## src/rtl/gpio_pad_ctrl_pkg.sv

```systemverilog
// Shared definitions for the GPIO pad controller: pad reset values, the widest
// supported bank and the legal range of input synchroniser depths.
package gpio_pad_ctrl_pkg;

    localparam int unsigned MAX_WIDTH = 32;

    typedef logic [MAX_WIDTH-1:0] bank_t;

    // Pads come out of reset as undriven inputs with a low output value.
    localparam bank_t PAD_T_RESET = '1;
    localparam bank_t PAD_O_RESET = '0;

    localparam int unsigned SYNC_STAGES_MIN = 2;
    localparam int unsigned SYNC_STAGES_MAX = 4;

    // Fewer than two flops is not a synchroniser; more than four only adds latency.
    function automatic int unsigned sync_stages_clamp(input int unsigned stages);
        if (stages < SYNC_STAGES_MIN) return SYNC_STAGES_MIN;
        if (stages > SYNC_STAGES_MAX) return SYNC_STAGES_MAX;
        return stages;
    endfunction

endpackage

```

## src/rtl/gpio_pad_ctrl_if.sv

```systemverilog
// SoC-side GPIO bus of one pad bank: drive values, read-back and interrupts.
interface gpio_pad_ctrl_if
    import gpio_pad_ctrl_pkg::*;
#(
    parameter int unsigned WIDTH = 4
);
    logic [WIDTH-1:0] pins_write;
    logic [WIDTH-1:0] pins_writeEnable;
    logic [WIDTH-1:0] pins_read;
    logic [WIDTH-1:0] irq_rise_en;
    logic [WIDTH-1:0] irq_fall_en;
    logic [WIDTH-1:0] irq_clear;
    logic [WIDTH-1:0] irq_pending;
    logic             irq;

    // SoC GPIO peripheral side.
    modport master (
        output pins_write, pins_writeEnable, irq_rise_en, irq_fall_en, irq_clear,
        input  pins_read, irq_pending, irq
    );

    // Pad controller side.
    modport slave (
        input  pins_write, pins_writeEnable, irq_rise_en, irq_fall_en, irq_clear,
        output pins_read, irq_pending, irq
    );
endinterface

```

## src/rtl/gpio_pad_chan.sv

```systemverilog
// One GPIO input channel: synchroniser, optional debounce (GPIO_PAD_DEBOUNCE_EN),
// registered read value, edge detection and sticky pending bit.
module gpio_pad_chan
    import gpio_pad_ctrl_pkg::*;
#(
    parameter int unsigned SYNC_STAGES     = 2,
    parameter int unsigned DEBOUNCE_CYCLES = 1000
) (
    input  logic io_clock,
    input  logic io_reset,
    input  logic pad,
    input  logic rise_en,
    input  logic fall_en,
    input  logic clear,
    output logic read,
    output logic pending,
    output logic pending_next
);
    localparam int unsigned STAGES = sync_stages_clamp(SYNC_STAGES);

    logic [STAGES-1:0] sync_q;
    logic              sync;
    logic              stable;
    logic              read_q, read_prev_q;
    logic              pending_q, pending_d;
    logic              rise, fall;

    // Plain flop chain; nothing may sit between the stages.
    always_ff @(posedge io_clock or posedge io_reset) begin
        if (io_reset) sync_q <= '0;
        else          sync_q <= {sync_q[STAGES-2:0], pad};
    end

    assign sync = sync_q[STAGES-1];

`ifdef GPIO_PAD_DEBOUNCE_EN
    localparam int unsigned CNT_W = $clog2(DEBOUNCE_CYCLES) + 1;

    logic [CNT_W-1:0] cnt_q, cnt_d;
    logic             stable_q, stable_d;

    // Accept a new level only after it has differed for DEBOUNCE_CYCLES cycles.
    always_comb begin
        cnt_d    = '0;
        stable_d = stable_q;
        if (sync != stable_q) begin
            if (cnt_q == CNT_W'(DEBOUNCE_CYCLES - 1)) stable_d = sync;
            else                                      cnt_d    = cnt_q + 1'b1;
        end
    end

    // Debounce state.
    always_ff @(posedge io_clock or posedge io_reset) begin
        if (io_reset) begin
            cnt_q    <= '0;
            stable_q <= 1'b0;
        end else begin
            cnt_q    <= cnt_d;
            stable_q <= stable_d;
        end
    end

    assign stable = stable_q;
`else
    logic unused_debounce_cfg;
    assign unused_debounce_cfg = ^DEBOUNCE_CYCLES;
    assign stable = sync;
`endif

    // Edges are taken between the read value and its one-cycle-old copy.
    assign rise = read_q & ~read_prev_q;
    assign fall = ~read_q & read_prev_q;

    // Set beats clear so an edge landing on a clear cycle is never lost.
    always_comb begin
        pending_d = (pending_q & ~clear) | (rise & rise_en) | (fall & fall_en);
    end

    // Read value, its delayed copy and the sticky pending bit.
    always_ff @(posedge io_clock or posedge io_reset) begin
        if (io_reset) begin
            read_q      <= 1'b0;
            read_prev_q <= 1'b0;
            pending_q   <= 1'b0;
        end else begin
            read_q      <= stable;
            read_prev_q <= read_q;
            pending_q   <= pending_d;
        end
    end

    assign read         = read_q;
    assign pending      = pending_q;
    assign pending_next = pending_d;

endmodule

```

## src/rtl/gpio_pad_ctrl.sv

```systemverilog
// GPIO pad bank controller: registered pad drive, per-channel conditioned inputs
// and a combined interrupt. Debounce is built when GPIO_PAD_DEBOUNCE_EN is defined.
module gpio_pad_ctrl
    import gpio_pad_ctrl_pkg::*;
#(
    parameter int unsigned WIDTH           = 4,
    parameter int unsigned SYNC_STAGES     = 2,
    parameter int unsigned DEBOUNCE_CYCLES = 1000
) (
    input  logic             io_clock,
    input  logic             io_reset,
    gpio_pad_ctrl_if.slave   bus,
    input  logic [WIDTH-1:0] pad_i,
    output logic [WIDTH-1:0] pad_o,
    output logic [WIDTH-1:0] pad_t
);
    logic [WIDTH-1:0] pad_o_q, pad_t_q;
    logic [WIDTH-1:0] read_vec, pending_vec, pending_next_vec;
    logic             irq_q;

    // Pad drive registers; pad_t resets to all-inputs so release cannot glitch a driver on.
    always_ff @(posedge io_clock or posedge io_reset) begin
        if (io_reset) begin
            pad_o_q <= PAD_O_RESET[WIDTH-1:0];
            pad_t_q <= PAD_T_RESET[WIDTH-1:0];
        end else begin
            pad_o_q <= bus.pins_write;
            pad_t_q <= ~bus.pins_writeEnable;
        end
    end

    for (genvar i = 0; i < WIDTH; i++) begin : gen_chan
        gpio_pad_chan #(
            .SYNC_STAGES     (SYNC_STAGES),
            .DEBOUNCE_CYCLES (DEBOUNCE_CYCLES)
        ) u_chan (
            .io_clock     (io_clock),
            .io_reset     (io_reset),
            .pad          (pad_i[i]),
            .rise_en      (bus.irq_rise_en[i]),
            .fall_en      (bus.irq_fall_en[i]),
            .clear        (bus.irq_clear[i]),
            .read         (read_vec[i]),
            .pending      (pending_vec[i]),
            .pending_next (pending_next_vec[i])
        );
    end

    // Reduce the next pending state so irq rises together with its pending bit.
    always_ff @(posedge io_clock or posedge io_reset) begin
        if (io_reset) irq_q <= 1'b0;
        else          irq_q <= |pending_next_vec;
    end

    assign pad_o           = pad_o_q;
    assign pad_t           = pad_t_q;
    assign bus.pins_read   = read_vec;
    assign bus.irq_pending = pending_vec;
    assign bus.irq         = irq_q;

endmodule
```

## src/flat_wrapper.sv

```systemverilog
// flat-port wrapper written by rule: the top's interface ports become plain ports
module gpio_pad_ctrl_flat import gpio_pad_ctrl_pkg::*;
#(
    parameter int unsigned WIDTH           = 4,
    parameter int unsigned SYNC_STAGES     = 2,
    parameter int unsigned DEBOUNCE_CYCLES = 1000
)
  (io_clock, io_reset, pad_i, pad_o, pad_t, bus_pins_write, bus_pins_writeEnable, bus_irq_rise_en, bus_irq_fall_en, bus_irq_clear, bus_pins_read, bus_irq_pending, bus_irq);
  gpio_pad_ctrl_if #(.WIDTH(WIDTH)) bus_i ();
  input  logic io_clock;
  input  logic io_reset;
  input  logic [WIDTH-1:0] pad_i;
  output logic [WIDTH-1:0] pad_o;
  output logic [WIDTH-1:0] pad_t;
  input wire logic [$bits(bus_i.pins_write)-1:0] bus_pins_write;
  input wire logic [$bits(bus_i.pins_writeEnable)-1:0] bus_pins_writeEnable;
  input wire logic [$bits(bus_i.irq_rise_en)-1:0] bus_irq_rise_en;
  input wire logic [$bits(bus_i.irq_fall_en)-1:0] bus_irq_fall_en;
  input wire logic [$bits(bus_i.irq_clear)-1:0] bus_irq_clear;
  output wire logic [$bits(bus_i.pins_read)-1:0] bus_pins_read;
  output wire logic [$bits(bus_i.irq_pending)-1:0] bus_irq_pending;
  output wire logic [$bits(bus_i.irq)-1:0] bus_irq;
  assign bus_i.pins_write = bus_pins_write;
  assign bus_i.pins_writeEnable = bus_pins_writeEnable;
  assign bus_i.irq_rise_en = bus_irq_rise_en;
  assign bus_i.irq_fall_en = bus_irq_fall_en;
  assign bus_i.irq_clear = bus_irq_clear;
  assign bus_pins_read = bus_i.pins_read;
  assign bus_irq_pending = bus_i.irq_pending;
  assign bus_irq = bus_i.irq;
  gpio_pad_ctrl #(.WIDTH(WIDTH), .SYNC_STAGES(SYNC_STAGES), .DEBOUNCE_CYCLES(DEBOUNCE_CYCLES)) u_core (.io_clock(io_clock), .io_reset(io_reset), .bus(bus_i), .pad_i(pad_i), .pad_o(pad_o), .pad_t(pad_t));
endmodule
```

## config.mk

```make
export PLATFORM = sky130hd
export DESIGN_NAME = gpio_pad_ctrl_flat
export DESIGN_NICKNAME = d
export VERILOG_FILES = /design/src/rtl/gpio_pad_ctrl_pkg.sv /design/src/rtl/gpio_pad_ctrl_if.sv /design/src/rtl/gpio_pad_chan.sv /design/src/rtl/gpio_pad_ctrl.sv /design/src/flat_wrapper.sv
export SDC_FILE = /design/constraint.sdc
export NUM_CORES = 1
export LEC_CHECK = 0
export ABC_AREA = 1
export BUFFER_PORTS_ARGS = -buffer_cell sky130_fd_sc_hd__buf_2
export CAP_MARGIN = 20
export CELL_PAD_IN_SITES_DETAIL_PLACEMENT = 0
export CELL_PAD_IN_SITES_GLOBAL_PLACEMENT = 1
export CORE_MARGIN = 2
export CORE_UTILIZATION = 30
export DETAILED_ROUTE_END_ITERATION = 7
export PLACE_DENSITY_LB_ADDON = 0.12
export SETUP_SLACK_MARGIN = 0.2
export SLEW_MARGIN = 0
export SYNTH_ARGS = -nofsm -noshare
export SYNTH_HDL_FRONTEND = slang
export SYNTH_HIERARCHICAL = 1
export SYNTH_SLANG_ARGS = --single-unit
```

## constraint.sdc

```tcl
create_clock -name io_clock -period 1.45 [get_ports io_clock]
set_clock_uncertainty 0.1 [all_clocks]
set_input_delay 0.0725 -clock io_clock [delete_from_list [all_inputs] [get_ports io_clock]]
set_output_delay 0.0725 -clock io_clock [all_outputs]
set_load 0.005 [all_outputs]
```

==> metrics <==
maxcap violations=0; Crit path buffers/inverters=1; detailed-route DRC error count=4; vias per std cell=4.11; minimum clock period=1.12 ns; Seq/Total Area, Yosys=81.6%; worst vdd ir=between 700 and 800 uV; Non-Filler Instances=between 150 and 200; Nets=169; Pre-antenna DRT Iters=6; Cell Area, Placed=1140 um2; Vias=719; Synth Instances=69; critical path cell sequence=buf_2; Syn Std Cell Area=around 900 um2; WP data required=1.28 ns; Area Growth Syn to Fin=61.5%; Tightest Hold Check Type=in -> async; placement row count=19; Crit path arrival time=0.95 ns; grt ovf=0; Post-Route WL=1.82 mm; worst-margin pin slew=0.359 ns; Reg-to-Reg Start=u_core/gen_chan[1].u_chan/read$_DFF_PP0_; total power=1490 uW; syn nets=95; Synth Area per Inst=13.0 um2; critical path class=reg -> out; DIE AREA=3440 um2; Ant. Diodes=0; clock root cell=clkbuf_4; failing checks=design-rule violations; Starting Density=31.9%; Filler cells=269; largest net degree at the start of global routing=10; number of global-route vias before repair=between 700 and 800; worst rel slew slack=76.1%; Die W=58.6 um; final setup fails=0; Worst setup EP type=primary output; H-tree Lvls=2; All-Layer GR Usage=12.4%; unrepaired setup endpoints after global routing=false; Hold Vio Cnt, Final=0; Synth Register Bits=29; ys async rst share=100%; pins over their slew limit=0; post-synth top area cell=dfrtp_1; Distinct cells, synth=6; synth warn=6; worst-path fanout max=1; CTS tree=built; Avg WL per Cell=10.4 um; most frequent cell after synthesis=dfrtp_1; core area=2810 um2; Primary FF master, synth=dfrtp_1; status=finished, violations left; Slowest cell on crit path=dfstp_2; CP Launch Type=flip-flop; DRT antenna net count=0; CP peak stage delay=0.53 ns; Post-CTS Setup Repair Bufs=0; Worst R2R Setup Slack=0.46 ns; period utilization=77.1%; post-route cell area=1450 um2; FF-to-FF End=u_core/bus.irq$_DFF_PP0_; CTS max path bufs=2; top post-synthesis cells by count=dfrtp_1 (25), inv_1 (21), nand3_1 (12), nand2_1 (5), dfstp_2 (4); Starting DRT DRC Count=25; clk_lat worst skew=0.31 ns; post-CTS resize count=0; layout cells sized above 1=36.8%; initial antenna violation count=0; Power per Cell Area=1030 nW/um2; synth top area cells=dfrtp_1 (70%), dfstp_2 (12%), inv_1 (8.8%); CTS buffer count=5; HPWL Detailed=~1.2 mm; r2r worst-path depth=4; Util after Layout=51.6%; Worst path top cell family by delay=flip-flops; Post-synth EDFFs=0; Ports=43; LEAKAGE=0.000786 uW; port bufs=42; Hold Buf Count CTS=25; Die H=58.6 um; gpl congestion=0.726; first-pass GRT wire length=2.95 mm; Max Clk Rate=894 MHz; final setup TNS=0 ns; clock sinks=29; Yosys top cell area share=69.8%; Clock transition at path regs=0.09 ns; Placed Instances=142
-- worst max path at each step --
stage	to	from	cells past startpoint
2_1_floorplan	u_core/bus.irq$_DFF_PP0_	u_core/gen_chan[3].u_chan/read$_DFF_PP0_	4
3_3_place_gp	u_core/bus.irq$_DFF_PP0_	u_core/gen_chan[1].u_chan/read$_DFF_PP0_	4
3_5_place_dp	u_core/bus.irq$_DFF_PP0_	u_core/gen_chan[1].u_chan/read$_DFF_PP0_	4
4_1_cts	pad_t[2]	u_core/pad_t[2]$_DFF_PP1_	1
5_1_grt	pad_t[2]	u_core/pad_t[2]$_DFF_PP1_	1
6_report	pad_t[2]	u_core/pad_t[2]$_DFF_PP1_	1
-- area by class of cell --
| cell class | instances | area (um2) | share of cell area (%) |
|---|---|---|---|
| inverters | 21 | 78.8 | 5.45 |
| clock inverters | 2 | 10.0 | 0.692 |
| repair buffers | 67 | 460 | 31.8 |
| clock buffers | 6 | 41.3 | 2.85 |
| well taps | 31 | 38.8 | 2.68 |
| multi-input cells | 19 | 86.3 | 5.97 |
| flip-flops and latches | 29 | 731 | 50.5 |
-- metrics by stage --
| stage | hold WS, ns | worst slack [ns] |
|---|---|---|
| 2_1_floorplan | -0.249 | 0.531 |
| 3_3_place_gp | -0.0772 | 0.457 |
| 3_5_place_dp | -0.0689 | 0.442 |
| 4_1_cts | 0.120 | 0.321 |
| 5_1_grt | 0.146 | 0.281 |
| 6_report | 0.141 | 0.331 |
-- metal layers --
metal	routed length [um]	GRT usage (%)
met1	658	12.0
met2	930	21.2
met3	192	7.25
met4	40	5.84
met5	0	0
-- logic make-up (layout without fill, tap and decap cells) --
group	count (synthesis)	after routing	synth area share [%]
buf+inv	21	96	8.80
flops	29	29	81.6
simple gates	19	19	9.64
-- registers in the layout, indices dropped and copies added (netlist names) --
signal                              cells
u_core/pad_t                            4
u_core/gen_chan.u_chan/pending          4
u_core/gen_chan.u_chan/read_prev_q      4
u_core/gen_chan.u_chan/read             4
u_core/gen_chan.u_chan/sync_q           8
u_core/bus.irq                          1
u_core/pad_o                            4
-- report_power, final --
part	switching, uW	internal [uW]
logic	68.3	103
registers	20.1	861
clock network	253	184
total	342	1150
-- cells in the final DEF, fill, tap and decap left out --
| cell type | count |
|---|---|
| dlygate4sd3_1 | 25 |
| nand3_1 | 12 |
| clkbuf_4 | 5 |
| dfstp_2 | 4 |
| dfrtp_1 | 25 |
| clkbuf_1 | 1 |
| buf_2 | 42 |
| inv_1 | 21 |
| nor2_1 | 2 |
| nand2_1 | 5 |
| clkinv_2 | 2 |
Power figures use the tool's default switching activity.
